==> src/rtl/fnd_scan_controller.sv <==
// Multiplexed 7-segment scan controller: freezes the time fields once per frame and
// scans them onto a 4- or 8-digit common-anode FND bank through registered outputs.
module fnd_scan_controller #(
  parameter int NUM_DIGITS  = 4,
  parameter int SCAN_DIV    = 100_000,
  parameter int BLINK_TICKS = 500
) (
  input  logic                  clk,
  input  logic                  reset,
  input  logic [6:0]            msec,
  input  logic [6:0]            sec,
  input  logic [6:0]            min,
  input  logic [6:0]            hour,
  input  logic                  mode,
  input  logic                  dp_blink,
  input  logic                  blank_lz,
  output logic [7:0]            fnd_font,
  output logic [NUM_DIGITS-1:0] fnd_comm
);

  localparam int SEL_W = $clog2(NUM_DIGITS);
  localparam int PRE_W = $clog2(SCAN_DIV);
  localparam int BLK_W = (BLINK_TICKS > 1) ? $clog2(BLINK_TICKS) : 1;

  logic [PRE_W-1:0] pre_cnt;
  logic [SEL_W-1:0] sel;
  logic [BLK_W-1:0] blink_cnt;
  logic             dp_phase;
  logic [6:0]       snap_msec, snap_sec, snap_min, snap_hour;
  logic             snap_mode;
  logic             tick, frame_end;

  logic [3:0]            digits [8];
  logic [2:0]            idx;
  logic [3:0]            cur;
  logic                  is_sep;
  logic [7:0]            font_nxt;
  logic [NUM_DIGITS-1:0] comm_nxt;

  function automatic logic [7:0] seg7(input logic [3:0] d);
    case (d)
      4'h0:    seg7 = 8'hC0;
      4'h1:    seg7 = 8'hF9;
      4'h2:    seg7 = 8'hA4;
      4'h3:    seg7 = 8'hB0;
      4'h4:    seg7 = 8'h99;
      4'h5:    seg7 = 8'h92;
      4'h6:    seg7 = 8'h82;
      4'h7:    seg7 = 8'hF8;
      4'h8:    seg7 = 8'h80;
      4'h9:    seg7 = 8'h90;
      4'hA:    seg7 = 8'h88;
      4'hB:    seg7 = 8'h83;
      4'hC:    seg7 = 8'hC6;
      4'hD:    seg7 = 8'hA1;
      4'hE:    seg7 = 8'h86;
      default: seg7 = 8'h8E;
    endcase
  endfunction

  function automatic logic [3:0] ones(input logic [6:0] v);
    return 4'(v % 7'd10);
  endfunction

  function automatic logic [3:0] tens(input logic [6:0] v);
    return 4'((v / 7'd10) % 7'd10);
  endfunction

  assign tick      = (pre_cnt == PRE_W'(SCAN_DIV - 1));
  assign frame_end = tick && (sel == SEL_W'(NUM_DIGITS - 1));

  always_comb begin
    digits[0] = ones(snap_msec);
    digits[1] = tens(snap_msec);
    digits[2] = ones(snap_sec);
    digits[3] = tens(snap_sec);
    digits[4] = ones(snap_min);
    digits[5] = tens(snap_min);
    digits[6] = ones(snap_hour);
    digits[7] = tens(snap_hour);

    // The 4-digit bank shows either the low or the high half of the 8-digit map.
    idx = 3'(sel);
    if (NUM_DIGITS == 4) idx[2] = snap_mode;
    cur = digits[idx];

    is_sep = (int'(sel) == 2) ||
             ((NUM_DIGITS == 8) && ((int'(sel) == 4) || (int'(sel) == 6)));

    font_nxt = seg7(cur);
    if (is_sep) font_nxt[7] = ~dp_phase;
    if (blank_lz && (int'(sel) == NUM_DIGITS - 1) && (cur == 4'd0)) font_nxt = 8'hFF;

    comm_nxt = ~(NUM_DIGITS'(1) << sel);
  end

  always_ff @(posedge clk) begin
    if (reset) begin
      pre_cnt   <= '0;
      sel       <= '0;
      blink_cnt <= '0;
      dp_phase  <= 1'b1;
      snap_msec <= '0;
      snap_sec  <= '0;
      snap_min  <= '0;
      snap_hour <= '0;
      snap_mode <= 1'b0;
      fnd_comm  <= '1;
      fnd_font  <= 8'hFF;
    end else begin
      pre_cnt <= tick ? '0 : pre_cnt + 1'b1;

      if (tick) sel <= (sel == SEL_W'(NUM_DIGITS - 1)) ? '0 : sel + 1'b1;

      if (frame_end) begin
        snap_msec <= msec;
        snap_sec  <= sec;
        snap_min  <= min;
        snap_hour <= hour;
        snap_mode <= mode;
      end

      // Steady separator holds the blink machinery parked at the DP-on phase.
      if (!dp_blink) begin
        blink_cnt <= '0;
        dp_phase  <= 1'b1;
      end else if (tick) begin
        if (blink_cnt == BLK_W'(BLINK_TICKS - 1)) begin
          blink_cnt <= '0;
          dp_phase  <= ~dp_phase;
        end else begin
          blink_cnt <= blink_cnt + 1'b1;
        end
      end

      fnd_comm <= comm_nxt;
      fnd_font <= font_nxt;
    end
  end

endmodule

==> config.mk <==
export PLATFORM = sky130hd
export DESIGN_NAME = fnd_scan_controller
export DESIGN_NICKNAME = d
export VERILOG_FILES = /design/src/rtl/fnd_scan_controller.sv
export SDC_FILE = /design/constraint.sdc
export NUM_CORES = 1
export LEC_CHECK = 0
export BUFFER_PORTS_ARGS = -buffer_cell sky130_fd_sc_hd__buf_4
export CAP_MARGIN = 0
export CORE_MARGIN = 1
export CORE_UTILIZATION = 61
export CTS_CLUSTER_DIAMETER = 30
export DETAILED_ROUTE_END_ITERATION = 8
export GPL_TIMING_DRIVEN = 1
export HOLD_SLACK_MARGIN = 0.05
export PLACE_DENSITY = 0.81
export SKIP_CTS_REPAIR_TIMING = 1
export SLEW_MARGIN = 0
export SYNTH_ARGS = -nofsm -noshare
export SYNTH_HDL_FRONTEND = slang
export SYNTH_SLANG_ARGS = --single-unit
==> constraint.sdc <==
create_clock -name clk -period 4.68 [get_ports clk]
set_clock_uncertainty 0.15 [all_clocks]
set_input_delay 0.234 -clock clk [delete_from_list [all_inputs] [get_ports clk]]
set_output_delay 0.234 -clock clk [all_outputs]
set_load 0.005 [all_outputs]
# --- Word-level counts from Yosys, hierarchy flattened ---
# Memory sizes are Yosys's and may differ from the RTL's. A register that Yosys moved wholly into a read port is not among the register bits.
# Cells that the tools add are included.
word_totals:
  rom_bits: 112
  n_memories: 1
  input_bits: 33
  wordCells: 52
  reg_bits: 70
memory_table:
  columns: ["name", "depth", "width", "read_ports", "rd_clocked_by_memory_dff", "write_ports", "line", "rtl"]
  rows:
  - ["(name not given)", 16, 7, 1, 1, 0, "41", "case (d)"]
classes:
  n_bitwise: 4
  magnitude_cmp: 1
  eq_ne: 5
  shifts: 1
  mux: 6
  div: 12
  n_reduce_logical: 8
  n_addsub: 3
op_table:
  columns: ["op", "count"]
  rows:
  - ["7-bit by 4-bit modulo with 7-bit output (second input constant)", 8]
  - ["7-bit by 4-bit divider with 7-bit output (second input constant)", 4]
  - ["17-bit by 1-bit adder with 17-bit output (second input constant)", 1]
  - ["17-bit equality test (second input constant)", 1]
  - ["4-bit binary-select mux with 3-bit select", 1]
  - ["9-bit by 1-bit adder with 9-bit output (second input constant)", 1]
  - ["9-bit equality test (second input constant)", 1]
  - ["9-bit 2-to-1 mux", 1]
  - ["4-bit 2-to-1 mux", 2]
  - ["2-bit OR reduction", 3]
  - ["2-bit equality test (second input constant)", 2]
  - ["4-bit greater-or-equal comparator (second input constant)", 1]
  - ["4-bit logical NOT", 1]
  - ["3-bit NOT with 4-bit output", 1]
  - ["4-bit NOT", 1]
  - ["1-bit by 2-bit << shifter with 4-bit output (first input constant)", 1]
  - ["1-bit logical AND", 3]
  - ["2-bit by 1-bit adder with 2-bit output (second input constant)", 1]
  - ["2-bit by 1-bit equality test with 1-bit output (second input constant)", 1]
  - ["2-bit 2-to-1 mux", 1]
  - ["1-bit NOT", 2]
  - ["2-bit AND reduction", 1]
  - ["1-bit 2-to-1 mux", 1]

# --- Logic depth before layout (Yosys ltp) ---
# Gate-level depths: netlist of run 1.
logic_depth:
  ltp_word: 8
  ltp_mapped: 21
  mapped_depth_nobuf: 19

# --- Least setup slack after synthesis of run 1 ---
# No wires, ideal clock.
synth_path:
  path_kind: "register -> register"
  from: "register snap_min[3]"
  to: "register fnd_font[6]"
  stages_incl_launch_ff: 19
  setup_slack_ns: 0.793
  period_less_slack_ns: 3.887
  setup_ns: 0.122
  t_arrival_ns: 3.616
  t_required_ns: 4.408
  cell_sequence: "dfxtp_1 buf_2 and2b_4 xnor2_1 nor3_1 nor3_1 ha_1 inv_1 o21ai_0 a21oi_1 a211o_1 or2_0 mux4_2 o21ai_2 inv_1 ha_1 nand2_1 o21ai_0 a221o_1"
synth_between:
  elab_chain_cells: 8
  elab_cells_between_ends: 9
  cone_classes: "3 x div; 3 x mux; 3 x reduce/logical"
synth_lines:
  columns: ["item", "line", "rtl"]
  rows:
  - ["from (decl)", "29", "logic [6:0] snap_msec, snap_sec, snap_min, snap_hour;"]
  - ["from (signal assigned)", "118", "snap_min <= min;"]
  - ["7-bit by 4-bit divider with 7-bit output", "66", "return 4'((v / 7'd10) % 7'd10);"]
  - ["7-bit by 4-bit modulo with 7-bit output", "66", null]
  - ["4-bit binary-select mux with 3-bit select (*)", "85", "cur = digits[idx];"]
  - ["4-bit 2-to-1 mux (implied by the code) (*) (2 in series)", "85", null]
  - ["4-bit logical NOT", "92", "if (blank_lz && (int'(sel) == NUM_DIGITS - 1) && (cur == 4'd0)) font_nxt = 8'hFF;"]
  - ["1-bit logical AND", "92", null]
  - ["2-bit OR reduction (no source line)", null, null]
  - ["to (decl)", "17", "output logic [7:0] fnd_font,"]
# Mark *: on every way between the ends. The rest lies on a longest branch, timed or not. The select of a mux whose other input is x is not followed.
# A chain may end at the register's enable or synchronous reset.

# --- Final worst setup path of run 1 ---
layout_path:
  from: "register snap_min[2]"
  to: "register fnd_font[6]"
# The elaborated chain is that of the path after synthesis.

==> results of run 1 <==
[state kept, by name (all words and copies together), names as in the netlist]
name,cells
snap_hour,7
dp_phase,1
snap_min,7
fnd_comm,4
pre_cnt,17
fnd_font,8
blink_cnt,9
snap_sec,7
snap_mode,1
sel,2
snap_msec,7
[power by group]
group          switching (mW)  internal (mW)
Sequential            0.00362          0.600
Combinational          0.0235         0.0409
Clock                   0.264          0.302
[per-layer routing]
layer  routed length [um]  up-vias
met5                    0        -
li1                     -     2701
met3                  598       23
met4                  180        0
met1                 6201     2544
met2                 6883      157
[metrics by stage]
step	cell area, sq um	util (%)	std cells	hold WS (ps)
final	6307	72.32	886	56.36
after global routing	6307	72.32	886	67.11
after CTS	6013	68.95	857	-39.20
after detailed placement	5796	66.46	842	296.1
after global placement	5796	66.46	842	291.0
after floorplan	5474	-	726	224.5
[path summary, 6_finish.rpt]
| kind | startpoint | endpoint | cells after the start |
|---|---|---|---|
| max | snap_min[2] | fnd_font[6] | 17 |
| min | dp_blink | dp_phase | 3 |
| min reg2reg | pre_cnt[0] | pre_cnt[0] | 1 |
| max reg2reg | snap_min[2] | fnd_font[6] | 17 |
[layout make-up]
cell class                 instances  area share (%)
tap                              108           2.142
multi-input combinational        578           59.19
inverter                          32           1.904
clock buffer                       9           1.964
clock inverter                     6           1.488
timing repair buffer              83           11.03
sequential                        70           22.28
[synth_stat cells, types with 17 or more instances]
cell type                  instances  area share [%]
sky130_fd_sc_hd__nand2_1         101             6.9
sky130_fd_sc_hd__a21oi_1          71             6.5
sky130_fd_sc_hd__dfxtp_1          70              26
sky130_fd_sc_hd__nor2_1           56             3.8
sky130_fd_sc_hd__inv_1            29             2.0
sky130_fd_sc_hd__o21ai_0          29             2.7
sky130_fd_sc_hd__ha_1             23             5.3
sky130_fd_sc_hd__buf_2            21             1.9
sky130_fd_sc_hd__nand2b_1         21             2.4
sky130_fd_sc_hd__nand3_1          21             1.9
sky130_fd_sc_hd__clkbuf_1         18             1.2
sky130_fd_sc_hd__nor2b_1          17             1.9
sky130_fd_sc_hd__xor2_1           17             2.7
[worst max-delay path: cells and delay by family (launching register included)]
family                   cells  cell delay [ps]
multiplexers                 1              490
flip-flops                   1              510
AND/OR/NAND/NOR              5              840
adder cells (fa/ha/maj)      2              520
buffers and inverters        2              210
AO/OA/AOI/OAI                7             1490
[logic make-up (layout without fill, tap and decap cells)]
logic type / Yosys count / after routing / synth area share (%)
muxes: 20 / 20 / 4.045
AOI/OAI and AO/OA: 211 / 211 / 26.77
xor gates and xnor gates: 32 / 32 / 5.120
and+or+nand+nor: 292 / 292 / 26.90
buffers and inverters: 78 / 130 / 6.308
adders and majority gates: 23 / 23 / 5.257
DFF: 70 / 70 / 25.60
==> metrics list, run 1 <==
* Placement-stage worst setup slack: 434.2 ps
- For the worst setup path, the data arrival time is 4380 ps.
- Total chip power: 1.234 mW
- The final number of max-transition violations is 0.
- Aggregate routed wire length: 13870 um
- Number of nets produced by synthesis: 782
- After detailed routing, the number of vias per cell comes to 6.123.
- After legalization and detailed placement, the total HPWL measured 9280 um.
- Worst IR Drop VDD: 0.0002298 V
* Area occupied by registers: 1405 sq um
- Total Negative Setup Slacks: 0 ps
- After synthesis, the share of flip-flops with an asynchronous set or reset is 0%.
- Top library cells by usage in the layout, fill and taps aside: sky130_fd_sc_hd__nand2_1 (101), sky130_fd_sc_hd__a21oi_1 (71), sky130_fd_sc_hd__dfxtp_1 (67)
- Summing all multi-input logic gate instances after layout gives 3734 sq um.
* Routed len/inst: 15.65 um
* Longest Clk Path Bufs: 2
- Global routing finished with a remaining overflow of 0.
- Synth unique cells: 90
- The setup check on the worst reg-to-reg path leaves a slack of 380 ps.
* Startpoint type of the worst setup path: register
- After synthesis, flip-flops and latches occupy 25.60% of the total area.
- For the worst-skew pair, the clock arrives at the later sink with an insertion delay of 350 ps.
- In the finished design, the share of the clock period the worst path needs comes to 91.82%.
* Number of setup violations in the final report: 0
- The first global-routing pass estimated 22800 um of wire.
- In this run the worst hold path is classified as primary input to register.
- Number of clock sinks seen by CTS: 70
- Fill cells in the final layout number 684.
* Max-Cap Viols: 0
- The root buffer cell chosen for the clock tree is sky130_fd_sc_hd__clkbuf_8.
- Worst path slowest cell: sky130_fd_sc_hd__dfxtp_1
- The number of antenna violations at the first check in global routing came to 0.
- Pin count of the biggest net entering global routing: 35
- The count of buffers added on input and output ports is 44.
* Post-Synthesis Cells: 726
* Clk pin slew, worst setup/hold paths: 80 ps
- Power per standard cell area: 195.7 nW/um^2
* Max Freq: 232.7 MHz
- met2 is the most crowded layer.
- For this run, global-route usage on met1 was measured as 38.18%.
- Counting the buffers created by CTS gives 9.
* Status: completed
* Number of placement rows: 34
- Along the worst path, the maximum fanout reaches 10.
* Type of the worst setup path: register to register
- H-tree levels: 3
- Net total in the final layout: 830
- The repair_antennas step left the layout with diodes totalling 0.
* Leakage power: 2.308 nW
* Die X-Extent: 96.73 um
- Of the cells placed in the final design, the portion with a size suffix greater than 1 is 14.78%.
- Yosys mapped a number of flops with a built-in enable equal to 0.
- The die covers 9357 sq um.
- The via count of the first global-routing pass is 4890.
* Final Critical Period: 4297 ps
- The total area inside the core boundary comes to 8721 sq um.
- Slew at the pin closest to its max-slew limit: 1219 ps
- The count of final hold-check violations came to 0.
* Flip-flop and latch count after synthesis: 70
* Top-level port count: 45
- In the routed design, unresolved DRC markers number 0.
- TritonCTS built the clock tree.
* Post-Synthesis Mean Instance Area: 7.540 sq um
* Unrepaired setup endpoints after global routing: no
- Yosys printed 0 warnings.
* Area growth syn-to-layout: 15.22%
* Primary FF master, synth: sky130_fd_sc_hd__dfxtp_1
- Via count of the routed design: 5425
* Most frequent standard cell in the layout excluding fill and tap cells: sky130_fd_sc_hd__nand2_1
- Final worst-path setup slack: 382.8 ps
- For this run, global-route usage on met2 was measured as 48.92%.
- Longest individual stage delay on the worst path: 510 ps
- The die is 96.73 um tall.
* Final antenna-violating net count: 0
- Initial cell density of the core: 62.77%
* Final weighted congestion in routability-driven placement: 0.8898
- Total iterations of the first detailed-routing run: 5
* Rel. slew slack: 18.76%
- Summing every instance area after synthesis gives 5474 sq um.
* Total routing resource utilization after global routing: 28.93%
- Violation count after the first detailed-routing iteration: 469
* Worst endpoint required time: 4770 ps
- Setup crit end kind: register
* Cell breakdown of the critical path: nor2b_1 -> a22oi_1 -> nor2_1 -> nor3_1 -> ha_1 -> inv_1 -> o21ai_0 -> a21oi_1 -> a211o_1 -> or2_0 -> mux4_2 -> o21ai_2 -> inv_1 -> ha_1 -> nand2_1 -> o21ai_0 -> a221o_1
- Global routing met3 resource utilization: 4.697%
Note: power is estimated with default switching activity, not from simulation.
==> run 2, diff against run 1 <==
--- a/config.mk
+++ b/config.mk
@@ -8,12 +8,13 @@
 export BUFFER_PORTS_ARGS = -buffer_cell sky130_fd_sc_hd__buf_4
 export CAP_MARGIN = 0
 export CORE_MARGIN = 1
-export CORE_UTILIZATION = 61
+export CORE_UTILIZATION = 63
+export CTS_BUF_LIST = sky130_fd_sc_hd__clkbuf_8
 export CTS_CLUSTER_DIAMETER = 30
 export DETAILED_ROUTE_END_ITERATION = 8
 export GPL_TIMING_DRIVEN = 1
 export HOLD_SLACK_MARGIN = 0.05
-export PLACE_DENSITY = 0.81
+export PLACE_DENSITY = 0.83
 export SKIP_CTS_REPAIR_TIMING = 1
 export SLEW_MARGIN = 0
 export SYNTH_ARGS = -nofsm -noshare
==> metrics list, run 2 (synthesis results as in run 1) <==
- Longest individual stage delay on the worst path: 480 ps
* Critical Path AT: 4550 ps
- After routing, the total negative slack on setup checks comes to 0 ps.
* Core ar.: 8299 sq um
- The later pin in the worst-skew pair is clocked with a latency of 360 ps.
* Initial antenna violation count: 0
* Fraction of final layout cells with drive strength greater than 1: 14.98%
- Power per standard cell area: 196.4 nW/um^2
- Hold violation total from the final report: 0
- Fill cells in the final layout number 610.
- Longest Clk Path Bufs: 2
- Across the run, the number of max-cap violations was 0.
* Count of buffer and inverter cells on the critical path: 2
- Via count of the routed design: 5506
- Hold WC Path Type: primary input to register
- The worst path needs 4464 ps of the cycle, external delays included.
- Multi-input logic area: 3734 sq um
* Remaining global-route overflow: 0
- Final Non-Filler Cells: 886
- Number of placed instances, taps included: 841
- STA classifies the critical path startpoint as a register.
- Max Freq: 224.0 MHz
- Unrepaired setup endpoints after global routing: no
- The worst setup path is captured at a register.
* Rel. slew slack: 19.68%
- Initial cell density of the core: 65.96%
- From bottom edge to top edge, the die measures 95.22 um.
* Cell breakdown of the critical path: and2b_4 -> a22oi_1 -> nor2_1 -> nor3_1 -> ha_1 -> inv_1 -> o21ai_0 -> a21oi_1 -> a211o_1 -> or2_0 -> mux4_2 -> o21ai_2 -> inv_1 -> ha_1 -> nand2_1 -> o21ai_0 -> a221o_1
- Detailed-placement wirelength estimate: 9414 um
- Status: completed
- Final worst-path setup slack: 216.5 ps
- Antenna diodes: 0
- Pin count of the biggest net entering global routing: 35
- Net total in the final layout: 832
- Worst endpoint required time: 4770 ps
- Die X-Extent: 95.22 um
- TritonCTS built the clock tree.
- In this design, the largest share of critical-path delay is due to compound AO/OA/AOI/OAI gates.
* Final antenna-violating net count: 0
- During I/O placement, the number of pins put on the boundary was 45.
* Total Die Area: 9066 sq um
- The largest registers in the layout are pre_cnt: 17 flops, blink_cnt: 9 flops, fnd_font: 8 flops.
* Buffers on Ports: 44
* Clock buffers created by TritonCTS: 9
* Final weighted congestion in routability-driven placement: 0.9487
* Top library cells by usage in the layout, fill and taps aside: sky130_fd_sc_hd__nand2_1 (101), sky130_fd_sc_hd__a21oi_1 (71), sky130_fd_sc_hd__dfxtp_1 (68)
- Top fanout value on the critical path: 14
- Setup violations remaining at the end of the flow were counted as 0.
- The final layout contains routed wiring with a total length of 14030 um.
- The worst-case IR drop observed on VDD is 0.0001781 V.
* Routed len/inst: 15.83 um
* Worst path slowest cell: sky130_fd_sc_hd__dfxtp_2
* Total routing resource utilization after global routing: 30.18%
* Uppermost layer routed: met4
* Routed metal-1 wire length: 6041 um
- Most frequent standard cell in the layout excluding fill and tap cells: sky130_fd_sc_hd__nand2_1
* Total iterations of the first detailed-routing run: 5
- The sequential cells in the finished layout cover a total of 1404 sq um.
* Final Util: 76.26%
* First-pass GRT wire length: 21920 um
* Type of the worst setup path: register to register
* Period utilization: 95.37%
* Clock root buffer: sky130_fd_sc_hd__clkbuf_8
* Via density per instance: 6.214
- Counting flops per register, the top entry is pre_cnt.
- The clock tree synthesis step divided the H-tree into 3 levels.
- Violation count after the first detailed-routing iteration: 415
- Number of remaining DRC errors: 0
- Detailed route wirelength on metal2: 6910 um
- Number of clock sinks seen by CTS: 70
* Clk pin slew, worst setup/hold paths: 90 ps
* Max-slew violations: 0
- The routed design uses 832 um of met3 wire.
- Max FFs per register: 17
* Area growth syn-to-layout: 15.61%
- Placement-stage worst setup slack: 204.5 ps
- Final hold slack: 72.86 ps
* Leakage power: 2.326 nW
* Number of placement rows: 33
* Via count of the first global-routing pass: 4772
* Slew at the pin closest to its max-slew limit: 1205 ps
run 2: changes by cell type in the layout (fill, tap and decap cells not counted), sizes merged:
cell	before	now
inv	33	34
buf	54	56
run 2: layer usage:
| layer | GRT usage, % | vias to the layer above |
|---|---|---|
| li1 | - | 2701 |
| met1 | 39.01 | 2580 |
| met2 | 51.01 | 203 |
| met3 | 4.944 | 22 |
| met4 | 9.470 | 0 |
| met5 | 0 | - |
run 2: worst paths after layout:
kind,startpoint,endpoint,slack (ps),depth (start not counted)
hold reg to reg,dp_phase,fnd_font[7],310,1
setup reg to reg,snap_min[5],fnd_font[6],220,17
setup / recovery,snap_min[5],fnd_font[6],220,17
hold / removal,dp_blink,dp_phase,70,3
run 2: worst reg2reg max path: stages (launching register included):
cell	delay, ps
sky130_fd_sc_hd__dfxtp_2	480
sky130_fd_sc_hd__and2b_4	250
sky130_fd_sc_hd__a22oi_1	160
sky130_fd_sc_hd__nor2_1	100
sky130_fd_sc_hd__nor3_1	270
sky130_fd_sc_hd__ha_1	300
sky130_fd_sc_hd__inv_1	110
sky130_fd_sc_hd__o21ai_0	170
sky130_fd_sc_hd__a21oi_1	100
sky130_fd_sc_hd__a211o_1	320
sky130_fd_sc_hd__or2_0	240
sky130_fd_sc_hd__mux4_2	480
sky130_fd_sc_hd__o21ai_2	340
sky130_fd_sc_hd__inv_1	130
sky130_fd_sc_hd__ha_1	240
sky130_fd_sc_hd__nand2_1	80
sky130_fd_sc_hd__o21ai_0	80
sky130_fd_sc_hd__a221o_1	350
run 2: stage by stage:
stage / cell area [sq um] / total power, mW
floorplan: 5474 / 0.6323
global placement: 5807 / 0.6610
detailed placement: 5807 / 0.6622
CTS: 6036 / 1.224
global route: 6329 / 1.279
finish: 6329 / 1.243
run 2: final cells by class:
class | count | share of cell area [%]
multi-input cells | 578 | 59.00
flip-flops and latches | 70 | 22.18
repair buffers | 85 | 11.23
well taps | 105 | 2.076
clock buffers | 9 | 1.957
inverters | 32 | 1.898
clock inverters | 7 | 1.661
run 2: report_power, final:
group	internal, mW	switching (mW)
logic	0.0410	0.0240
clock network	0.309	0.265
registers	0.600	0.00324
==> run 3, diff against run 2 <==
--- a/config.mk
+++ b/config.mk
@@ -14,7 +14,7 @@
 export DETAILED_ROUTE_END_ITERATION = 8
 export GPL_TIMING_DRIVEN = 1
 export HOLD_SLACK_MARGIN = 0.05
-export PLACE_DENSITY = 0.83
+export PLACE_DENSITY_LB_ADDON = 0.25
 export SKIP_CTS_REPAIR_TIMING = 1
 export SLEW_MARGIN = 0
 export SYNTH_ARGS = -nofsm -noshare
==> metrics list, run 3 (synthesis results as in run 1) <==
* Top fanout value on the critical path: 14
- Leaving out fill and tap cells, the most frequent cell in the layout is sky130_fd_sc_hd__nand2_1.
* Initial antenna violation count: 0
* Via count of the routed design: 5483
- Longest Clk Path Bufs: 2
* Rel. slew slack: 21.90%
- Clock tree synthesis inserted a total of 9 buffers.
* Final Critical Period: 4324 ps
* Initial cell density of the core: 65.96%
* Die X-Extent: 95.22 um
- The first TritonRoute pass finished after 5 iterations.
* Area growth syn-to-layout: 14.83%
* Buffers on Ports: 44
- The via count of the first global-routing pass was 5008.
* Worst IR Drop VDD: 0.0002260 V
* Status: completed
* Hold violation total from the final report: 0
- After layout, the worst path uses 92.40% of the clock period.
- Before CTS, the worst setup slack after placement is 400.3 ps.
* Height of the die: 95.22 um
- The register with the most flip-flops in the layout has 17 of them.
- Routed len/inst: 15.74 um
* Net total in the final layout: 834
- Power per standard cell area: 178.4 nW/um^2
* First-pass GRT wire length: 22460 um
- For this block, the routed nets add up to 13980 um of wire.
- Total Negative Setup Slacks: 0 ps
- For the worst setup path, the data arrival time is 4420 ps.
- The post-route netlist has 14.81% of its cells at a drive strength greater than 1.
- Total Die Area: 9066 sq um
* Detailed-placement wirelength estimate: 9773 um
* Type of the worst setup path: register to register
- Once layout is done, the placed cells without fillers occupy 6286 sq um.
- The number of antenna diodes in the final layout is 0.
* Max-Cap Viols: 0
- Clock root buffer: sky130_fd_sc_hd__clkbuf_8
- Leakage power: 2.309 nW
- The final number of max-transition violations was 0.
- Clock tree synthesis found a total of 70 sinks.
* TritonCTS clock tree: done
- The count of nets left with antenna violations once routing finished came out at 0.
- Across all setup checks in the final design, the least slack found is 355.8 ps.
- The min-delay analysis places its worst path in the category primary input to register.
* Core ar.: 8299 sq um
* Number of remaining DRC errors: 0
* Total routing resource utilization after global routing: 31.14%
- Number of setup violations in the final report: 0
- Dividing the detail-routed via count by the number of cells gives 6.175.
- Routability-driven placement finished with a final weighted congestion of 0.8909.
- Entering global routing, the biggest net connects 35 pins.
* Setup crit end kind: register
- The detailed router finished its first iteration with 385 violations.
- Slew at the pin closest to its max-slew limit: 1172 ps
* Top library cells by usage in the layout, fill and taps aside: sky130_fd_sc_hd__nand2_1 (101), sky130_fd_sc_hd__a21oi_1 (71), sky130_fd_sc_hd__dfxtp_1 (70)
* Top-level port count: 45
- The worst setup path is launched from a register.
- In this run the number of H-tree levels came out at 3.
- Placed cell area: 5822 sq um
* Clk pin slew, worst setup/hold paths: 90 ps
- For the worst-skew pair, the clock arrives at the later sink with an insertion delay of 360 ps.
- Top flop regs: pre_cnt: 17 flops, blink_cnt: 9 flops, fnd_font: 8 flops
- Based on the critical path, the design can be clocked at up to 231.3 MHz.
- Global routing finished with a remaining overflow of 0.
- Setup slack on the worst reg-to-reg path comes out at 360 ps.
- Ranked by flip-flop count, first place goes to pre_cnt.
- Unrepaired setup endpoints after global routing: no
- The initialized floorplan defines 33 standard-cell rows.
- Data on the critical path is required at its endpoint by 4780 ps.
[run 3: cell count changes in the layout (fill, tap and decap cells not counted)]
| cell | before | now |
|---|---|---|
| sky130_fd_sc_hd__inv_8 | 1 | 0 |
| sky130_fd_sc_hd__clkinvlp_4 | 1 | 2 |
| sky130_fd_sc_hd__dfxtp_1 | 68 | 70 |
| sky130_fd_sc_hd__bufinv_16 | 2 | 0 |
| sky130_fd_sc_hd__buf_4 | 56 | 58 |
| sky130_fd_sc_hd__clkinv_2 | 0 | 1 |
| sky130_fd_sc_hd__inv_1 | 29 | 30 |
| sky130_fd_sc_hd__dfxtp_2 | 2 | 0 |
[run 3: cell type report]
type / instances / area, sq um
Multi-Input combinational cell: 578 / 3734
Clock buffer: 9 / 123.9
Tap cell: 105 / 131.4
Clock inverter: 7 / 50.05
Inverter: 32 / 120.1
Timing Repair Buffer: 87 / 725.7
Sequential cell: 70 / 1401
Fill cell: 611 / 2013
[run 3: routing by layer]
| metal | wire, um | GRT usage (%) | up-vias |
|---|---|---|---|
| met3 | 753 | 7.337 | 44 |
| met4 | 463 | 14.27 | 0 |
| met1 | 5935 | 37.97 | 2545 |
| met5 | 0 | 0 | - |
| li1 | - | - | 2691 |
| met2 | 6825 | 51.67 | 203 |
[run 3: worst max-delay path, stage by stage, from the launching register on]
cell and delay (ps):
sky130_fd_sc_hd__dfxtp_1 600, sky130_fd_sc_hd__and2b_1 310, sky130_fd_sc_hd__a21oi_1 140, sky130_fd_sc_hd__o22ai_1 90, sky130_fd_sc_hd__a31oi_1 320, sky130_fd_sc_hd__ha_1 220, sky130_fd_sc_hd__inv_1 40, sky130_fd_sc_hd__ha_1 220
sky130_fd_sc_hd__inv_1 70, sky130_fd_sc_hd__o211ai_1 100, sky130_fd_sc_hd__o32ai_2 330, sky130_fd_sc_hd__mux2i_1 120, sky130_fd_sc_hd__o31ai_1 260, sky130_fd_sc_hd__o31a_1 330, sky130_fd_sc_hd__inv_1 100, sky130_fd_sc_hd__ha_1 260
sky130_fd_sc_hd__nand3_1 140, sky130_fd_sc_hd__o21ai_2 90, sky130_fd_sc_hd__a221o_1 280
[run 3: metrics by stage]
step / utilization [%] / total power [mW] / hold WS [ps] / std cells
floorplan: - / 0.6323 / 224.5 / 726
global placement: 70.15 / 0.6605 / 290.2 / 843
detailed placement: 70.15 / 0.6617 / 288.5 / 843
CTS: 72.24 / 1.108 / -39.13 / 859
global route: 75.74 / 1.160 / 70.70 / 888
finish: 75.74 / 1.121 / 61.07 / 888
[run 3: worst paths after layout]
| path | start | to | cells past startpoint |
|---|---|---|---|
| max | snap_sec[5] | fnd_font[4] | 18 |
| min | dp_blink | dp_phase | 3 |
| max reg2reg | snap_sec[5] | fnd_font[4] | 18 |
| min reg2reg | dp_phase | fnd_font[7] | 1 |
[run 3: power by group]
group          switching (mW)  leakage [nW]  internal (mW)
Sequential            0.00345         0.567          0.601
Clock                   0.259        0.0874          0.194
Combinational          0.0237          1.65         0.0410
Total                   0.286          2.31          0.836
